**config.mk**
```make
export PLATFORM = sky130hd
export DESIGN_NAME = rsa_decrypt_engine
export DESIGN_NICKNAME = d
export VERILOG_FILES = /design/src/rtl/rsa_decrypt_engine.sv
export SDC_FILE = /design/constraint.sdc
export NUM_CORES = 2
export LEC_CHECK = 0
export CELL_PAD_IN_SITES_DETAIL_PLACEMENT = 1
export CELL_PAD_IN_SITES_GLOBAL_PLACEMENT = 2
export CORE_MARGIN = 1.5
export CORE_UTILIZATION = 40
export CTS_CLUSTER_DIAMETER = 120
export DETAILED_ROUTE_END_ITERATION = 12
export GPL_ROUTABILITY_DRIVEN = 0
export GPL_TIMING_DRIVEN = 0
export PLACE_DENSITY_LB_ADDON = 0.1
export SLEW_MARGIN = 25
export SYNTH_ARGS = -nofsm -noshare
export SYNTH_HDL_FRONTEND = slang
export SYNTH_SLANG_ARGS = --single-unit
export TNS_END_PERCENT = 1
```
**constraint.sdc**
```tcl
create_clock -name clk -period 77.9 [get_ports clk]
set_input_delay 7.79 -clock clk [delete_from_list [all_inputs] [get_ports clk]]
set_output_delay 7.79 -clock clk [all_outputs]
set_load 0.02 [all_outputs]
```
**src/rtl/rsa_decrypt_engine.sv**
```systemverilog
// Constant-time RSA decryption core: m = c^d mod n by left-to-right square-and-multiply
// over all exponent bits, using a bit-serial interleaved modular multiplier.
module rsa_decrypt_engine #(
  parameter int WIDTH = 128
) (
  input  logic             clk,
  input  logic             reset,
  input  logic             in_valid,
  output logic             in_ready,
  input  logic [WIDTH-1:0] ciphertext,
  input  logic [WIDTH-1:0] exponent,
  input  logic [WIDTH-1:0] modulus,
  output logic             out_valid,
  input  logic             out_ready,
  output logic [WIDTH-1:0] plaintext,
  output logic             error,
  output logic             busy
);

  // state | meaning
  // IDLE  | waiting for an operand set
  // CHECK | validate n >= 2 and c < n, seed result
  // SQR   | result = result*result mod n, one multiplier bit per cycle
  // MUL   | t = result*c mod n (always run), keep t only if d[i]
  // DONE  | result presented, waiting for out_ready
  typedef enum logic [2:0] {IDLE, CHECK, SQR, MUL, DONE} state_t;

  localparam int IW = $clog2(WIDTH);
  localparam logic [IW-1:0] TOP_BIT = IW'(WIDTH - 1);

  state_t           state, state_next;
  logic [WIDTH-1:0] c_reg, d_reg, n_reg;
  logic [WIDTH-1:0] result, acc;
  logic [IW-1:0]    bit_i, bit_j;

  logic             bad_operands;
  logic [WIDTH-1:0] mul_b, addend, acc2, acc_next;
  logic [WIDTH:0]   n_ext, acc2_raw, acc3_raw;

  assign in_ready  = (state == IDLE);
  assign busy      = (state != IDLE);
  assign out_valid = (state == DONE);

  assign bad_operands = (n_reg < WIDTH'(2)) || (c_reg >= n_reg);

  // One step of the interleaved multiplier: acc = 2*acc + b[j]*a, kept below n.
  always_comb begin
    mul_b    = (state == SQR) ? result : c_reg;
    addend   = mul_b[bit_j] ? result : '0;
    n_ext    = {1'b0, n_reg};
    acc2_raw = {acc, 1'b0};
    acc2     = (acc2_raw >= n_ext) ? WIDTH'(acc2_raw - n_ext) : WIDTH'(acc2_raw);
    acc3_raw = {1'b0, acc2} + {1'b0, addend};
    acc_next = (acc3_raw >= n_ext) ? WIDTH'(acc3_raw - n_ext) : WIDTH'(acc3_raw);
  end

  always_comb begin
    state_next = state;
    case (state)
      IDLE:    if (in_valid) state_next = CHECK;
      CHECK:   state_next = bad_operands ? DONE : SQR;
      SQR:     if (bit_j == '0) state_next = MUL;
      MUL:     if (bit_j == '0) state_next = (bit_i == '0) ? DONE : SQR;
      DONE:    if (out_ready) state_next = IDLE;
      default: state_next = IDLE;
    endcase
  end

  always_ff @(posedge clk or posedge reset) begin
    if (reset) begin
      state     <= IDLE;
      c_reg     <= '0;
      d_reg     <= '0;
      n_reg     <= '0;
      result    <= '0;
      acc       <= '0;
      bit_i     <= '0;
      bit_j     <= '0;
      plaintext <= '0;
      error     <= 1'b0;
    end else begin
      state <= state_next;
      case (state)
        IDLE: begin
          if (in_valid) begin
            c_reg <= ciphertext;
            d_reg <= exponent;
            n_reg <= modulus;
          end
        end
        CHECK: begin
          if (bad_operands) begin
            error     <= 1'b1;
            plaintext <= '0;
          end else begin
            result <= WIDTH'(1);
            acc    <= '0;
            bit_i  <= TOP_BIT;
            bit_j  <= TOP_BIT;
          end
        end
        SQR: begin
          if (bit_j == '0) begin
            result <= acc_next;
            acc    <= '0;
            bit_j  <= TOP_BIT;
          end else begin
            acc   <= acc_next;
            bit_j <= bit_j - 1'b1;
          end
        end
        MUL: begin
          if (bit_j == '0) begin
            if (d_reg[bit_i]) result <= acc_next;
            acc   <= '0;
            bit_j <= TOP_BIT;
            if (bit_i == '0) begin
              plaintext <= d_reg[bit_i] ? acc_next : result;
              error     <= 1'b0;
            end else begin
              bit_i <= bit_i - 1'b1;
            end
          end else begin
            acc   <= acc_next;
            bit_j <= bit_j - 1'b1;
          end
        end
        DONE: begin
          if (out_ready) error <= 1'b0;
        end
        default: ;
      endcase
    end
  end

endmodule

```
# Yosys cells after proc, flatten, opt, wreduce, memory -nomap -nowiden
# Index checks and enable logic that the tools add are counted.
# W data, S select, Z words.
word_totals:
  out_inout_bits: 132
  input_bits: 388
  wordCells: 88
  ff_bits: 786
op_classes:
  n_addsub: 5
  order_cmp: 6
  n_eq_ne: 12
  n_reduce_logical: 17
  n_mux: 38
op_table:
  columns: ["operator", "n"]
  rows:
  - ["$mux W128", 13]
  - ["$pmux W128 S2", 2]
  - ["$pmux W128 S3", 1]
  - ["$ge A129 B128 Y1", 2]
  - ["$sub A128 B128 Y128", 2]
  - ["$add A128 B128 Y129", 1]
  - ["$ge A128 B128 Y1", 1]
  - ["$lt A128 B2 Y1 const B", 1]
  - ["$mux W7", 4]
  - ["$pmux W7 S2", 2]
  - ["$mux W3", 6]
  - ["$lt A7 B8 Y1 const B", 2]
  - ["$reduce_and A4 Y1", 4]
  - ["$pmux W3 S5", 1]
  - ["$bmux W1 S7", 2]
  - ["$logic_not A7 Y1", 2]
  - ["$sub A7 B1 Y7 const B", 2]
  - ["$ne A2 B2 Y1 const B", 6]
  - ["$reduce_bool A3 Y1", 3]
  - ["$eq A3 B2 Y1 const B", 2]
  - ["$mux W1", 6]
  - ["$reduce_and A5 Y1", 1]
  - ["$ne A2 B1 Y1 const B", 2]
  - ["$reduce_and A2 Y1", 2]
  - ["other kinds (7)", 8]

# Logic depth before layout (Yosys ltp)
logic_depth:
  word_depth: 12
  depth_mapped: 54
  depth_no_buf: 45

# Least setup slack after synthesis
# Ideal clock, no wire load.
synth_path:
  path_kind: "register to register"
  start: "reg n_reg[85]"
  end: "reg acc[113]"
  slack_ns: 67.439
  t_arrival_ns: 10.340
  n_path_buf: 7
  path_stages_with_launch: 50
  synth_period_minus_slack_ns: 10.461
  setup_time_ns: 0.121
  required_time_ns: 77.779
  path_cell_list: "dfrtp_1 inv_1 ha_1 buf_2 and3_1 and3_1 nand4_1 or3_1 or4_1 a21oi_2 o21ai_1 o21a_1 o2111a_2 o41ai_4 nor3b_2 nor2_2 buf_6 clkbuf_1 [... 14 more ...] xor2_1 ha_1 clkbuf_1 a21o_1 a21o_1 a21o_1 nand3_1 nand2_1 a31o_2 nor2b_1 a2111oi_0 nand2_1 a311oi_2 buf_2 buf_2 buf_2 mux2_2 a22o_1"
synth_between:
  elab_chain_len: 7
  word_cells_on_any_way: 14
  cone_classes: "add/sub (3); order compare (4); eq/ne (1); mux (4); reduce/logical (2)"
synth_lines:
  columns: ["element", "line_no", "rtl"]
  rows:
  - ["from (decl)", "32", "logic [WIDTH-1:0] c_reg, d_reg, n_reg;"]
  - ["from (signal assigned)", "88", "n_reg <= modulus;"]
  - ["$sub A128 B128 Y128 / $ge A129 B128 Y1 (equally long branches)", "52", "acc2 = (acc2_raw >= n_ext) ? WIDTH'(acc2_raw - n_ext) : WIDTH'(acc2_raw);"]
  - ["$mux W128", "52", null]
  - ["$add A128 B128 Y129", "53", "acc3_raw = {1'b0, acc2} + {1'b0, addend};"]
  - ["$sub A128 B128 Y128 / $ge A129 B128 Y1 (equally long branches)", "54", "acc_next = (acc3_raw >= n_ext) ? WIDTH'(acc3_raw - n_ext) : WIDTH'(acc3_raw);"]
  - ["$mux W128", "54", null]
  - ["$mux W128", "103, 113", null]
  - ["$pmux W128 S2", "83", "case (state)"]
  - ["to (signal assigned)", "108", "acc <= acc_next;"]
  - ["to (signal assigned)", "124", "acc <= acc_next;"]
  - ["to (decl)", "33", "logic [WIDTH-1:0] result, acc;"]
# Several ways; a longest one is shown, not always the timed one.
# A chain may end at the register's enable or synchronous reset.

# Final worst setup path
layout_path:
  start: "reg n_reg[43]"
  end: "reg result[126]"
layout_between:
  elab_chain_len: 8
  word_cells_on_any_way: 16
  cone_classes: "add/sub (3); order compare (4); eq/ne (1); mux (6); reduce/logical (2)"
layout_lines:
  columns: ["element", "line_no", "rtl"]
  rows:
  - ["$sub A128 B128 Y128 / $ge A129 B128 Y1 (equally long branches)", "52", null]
  - ["$mux W128", "52", null]
  - ["$add A128 B128 Y129", "53", null]
  - ["$sub A128 B128 Y128 / $ge A129 B128 Y1 (equally long branches)", "54", null]
  - ["$mux W128", "54", null]
  - ["$mux W128", "114", "if (d_reg[bit_i]) result <= acc_next;"]
  - ["$mux W128", "113", "if (bit_j == '0) begin"]
  - ["$pmux W128 S3", "83", null]
  - ["to (signal assigned)", "104", "result <= acc_next;"]
  - ["to (signal assigned)", "114", null]
  - ["to (decl)", "33", null]
# Several ways; a longest one is shown, not always the timed one. The select of a mux whose other input is x is not followed.

==> metrics.md <==
| Metric | Value |
|---|---|
| DIE AREA | 162000 µm² |
| Crit path top cell by count | nand2_1 |
| Post-synthesis sequential area ratio | 30.8% |
| H-Tree Depth | 3 |
| Delay of the slowest critical-path stage | 860 ps |
| Final Max Slew Viols | 0 |
| Post-CTS sizing | 0 |
| Period utilization | 23.7% |
| Final HPWL DP | 277 mm |
| Cells after DPL | 10100 |
| Nets | 9057 |
| Vias per cell | 6.46 |
| GRT Residual Overflow | 0 |
| Largest delay share family, worst path | compound AO/OA/AOI/OAI gates |
| Setup TNS | 0 ps |
| Largest net degree at the start of global routing | 98 |
| Leading area contributor after synthesis | dfrtp_1 |
| Critical Path AT | 19040 ps |
| First-pass GRT wire length | 483 mm |
| First-pass detailed-route iteration total | 6 |
| Reg area | 19700 µm² |
| Chip height | 403 µm |
| Yosys reg bits | 786 |
| Mean Syn Cell Area | 8.54 µm² |
| DR vias | 66700 |
| Max Cap Violations | 0 |
| Sink Count | 786 |
| DR DRC count | 0 |
| Tightest Pin Transition | 1220 ps |
| Crit path depth | 50 |
| FFs w/ async S/R, synth | 100% |
| Worst Hold Path Cells | 2 |
| Worst min path class | register to register |
| Main synth FF type | dfrtp_1 |
| Cells taking the most area after synthesis | dfrtp_1 31%, ha_1 10%, o21ai_0 5.9% |
| Antenna Nets Post-Route | 0 |
| Max Fanout on Critical Path | 10 |
| Worst R2R Path Depth | 50 |
| FP Rows | 146 |
| Buf/Inv on CP | 10 |
| Synth top area share | 30.8% |
| Worst path slowest cell | nor4_1 |
| WL final | 341 mm |
| CTS tree | yes |
| Fill count | 18600 |
| Syn Nets | 8395 |
| Fin crit period | 18430 ps |
| Initial antenna violation count | 42 |
| Fmax | 54.3 MHz |
| Req. time, crit path | 78520 ps |
| Layout area overhead | 19.6% |
| Input/output buffers | 519 |
| TritonCTS Buffers | 97 |
| Crit path kind | register to register |
| Io pins | 520 |
| CTS Buffer Depth | 3 |
| Post-Synthesis Cells | 7489 |
| Worst slew margin | 18.4% |
| First DRT Iteration DRCs | 6709 |
| Root buf cell | clkbuf_16 |
| Distinct cell type count after synthesis | 84 |
| Setup-failing EPs final | 0 |
| Post-CTS Setup Inserts | 0 |
| Final setup margin | 59470 ps |
| Clock-pin slew on the worst setup and hold paths | 70 ps |
| Routed wire per std cell | 33.0 µm |
| RSZ-0062 raised after global routing | false |
| Mapped cell area | 63900 µm² |
| Starting Density | 40.3% |
| Outcome | finished, final reports clean |
| Crit path launch type | register |
| Non-filler cells, final | 10300 |
| Total global-route track usage | 41.0% |
| Final hold violation count | 0 |
| Worst Skew | 57.7 ps |
| Critical Path End Type | register |
| Number of global-route vias before repair | 66800 |
| # hold bufs at CTS | 0 |
| Post-synth EDFFs | 0 |
| Die W | 403 µm |
| Area of the multi-input gates | 41800 µm² |
| Core area | 159000 µm² |
| Clock Latency Late Sink | 770 ps |
| Synth Warn # | 0 |
| Fraction of layout cells with a size suffix above 1 | 9.13% |
| Dpl ws | 59890 ps |
==> layer usage <==
metal / wire (µm) / GRT usage (%)
met5: 126 / 0
met4: 22200 / 22.7
met3: 37200 / 11.6
met2: 142000 / 59.8
met1: 140000 / 54.4
==> cell type report <==
type / count / share of cell area, %
Multi-Input combinational cell: 6008 / 54.6
Sequential cell: 786 / 25.7
Timing Repair Buffer: 563 / 7.99
Clock buffer: 127 / 3.54
Tap cell: 2072 / 3.39
Buffer: 440 / 2.32
Inverter: 255 / 1.26
Clock inverter: 56 / 1.09
Antenna cell: 18 / 0.0589
==> final timing paths <==
path,to,startpoint,slack (ps)
min,plaintext[101],plaintext[101],480
min reg2reg,plaintext[101],plaintext[101],480
max,result[126],n_reg[43],59470
min in group asynchronous,d_reg[72],reset,7390
max in group asynchronous,acc[106],reset,67920
max reg2reg,result[126],n_reg[43],59470
==> worst reg2reg max path: cells and delay by family, from the launching register on <==
kind | cells | cell delay [ps]
AO/OA/AOI/OAI | 21 | 9220
AND/OR/NAND/NOR | 15 | 3890
buffers and inverters | 10 | 3260
adder cells (fa/ha/maj) | 3 | 1130
flip-flops | 1 | 390
XOR/XNOR | 1 | 380
==> cells in the mapped netlist, drive strengths merged (33+ instances only) <==
master  instances
buf            65
a31oi          62
a22o          209
mux2i         136
nand3         109
and3           37
mux2          287
nor2b          38
a211oi         40
xor2          155
xnor2         217
inv           255
o21a           33
o31ai          55
nand4         188
a21boi         33
nand2b         36
o21ai         823
clkbuf        375
o211ai         40
dfrtp         786
nor4           62
a21oi         588
o21bai        100
nand2         987
mux4           90
a21o          255
nor3           90
ha            515
and2          152
nor2          388
==> logic make-up (layout without fill, tap and decap cells) <==
| logic type | after synthesis | in the layout | synth area share (%) |
|---|---|---|---|
| mux | 513 | 513 | 10.4 |
| other cells | 0 | 18 | 0 |
| buf+inv | 695 | 1441 | 4.18 |
| fa+ha+maj | 518 | 518 | 10.2 |
| flops | 786 | 786 | 30.8 |
| simple gates | 2172 | 2172 | 15.6 |
| compound gates | 2433 | 2433 | 23.8 |
| xor+xnor | 372 | 372 | 5.10 |
==> stage by stage <==
step                utilization (%)  area [µm²]  hold WS (ps)
CTS                            48.2       76400           483
floorplan                         -       63900           463
detailed placement             45.9       72800           470
global placement               45.2       71700           468
global route                   48.2       76500           514
finish                         48.2       76500           477
==> layout by cell type (no fill, tap or decap), types with 23 or more instances in the layout <==
| cell type | n |
|---|---|
| a21o_1 | 255 |
| o211ai_1 | 40 |
| clkdlybuf4s50_1 | 519 |
| nor2b_1 | 38 |
| buf_2 | 49 |
| clkbuf_16 | 97 |
| a31oi_1 | 59 |
| nor4_1 | 52 |
| or2_2 | 23 |
| xor2_1 | 155 |
| clkbuf_2 | 37 |
| o21ai_0 | 748 |
| a211oi_1 | 39 |
| mux4_2 | 90 |
| o21bai_1 | 100 |
| nor3_1 | 89 |
| o21ai_1 | 74 |
| xnor2_1 | 217 |
| o21a_1 | 33 |
| mux2i_1 | 136 |
| a22o_1 | 209 |
| nand2b_1 | 36 |
| nand3_1 | 108 |
| nand4_1 | 188 |
| ha_1 | 515 |
| a221oi_1 | 32 |
| or3_1 | 25 |
| and2_1 | 152 |
| nor2_1 | 386 |
| nand2_1 | 987 |
| a21oi_1 | 586 |
| and3_1 | 37 |
| a21boi_0 | 33 |
| dfrtp_1 | 786 |
| clkbuf_1 | 351 |
| inv_1 | 254 |
| o31ai_1 | 53 |
| mux2_2 | 280 |
Power is not shown: default switching activity piles up to over one toggle a cycle in this logic, so the estimate is an artifact.
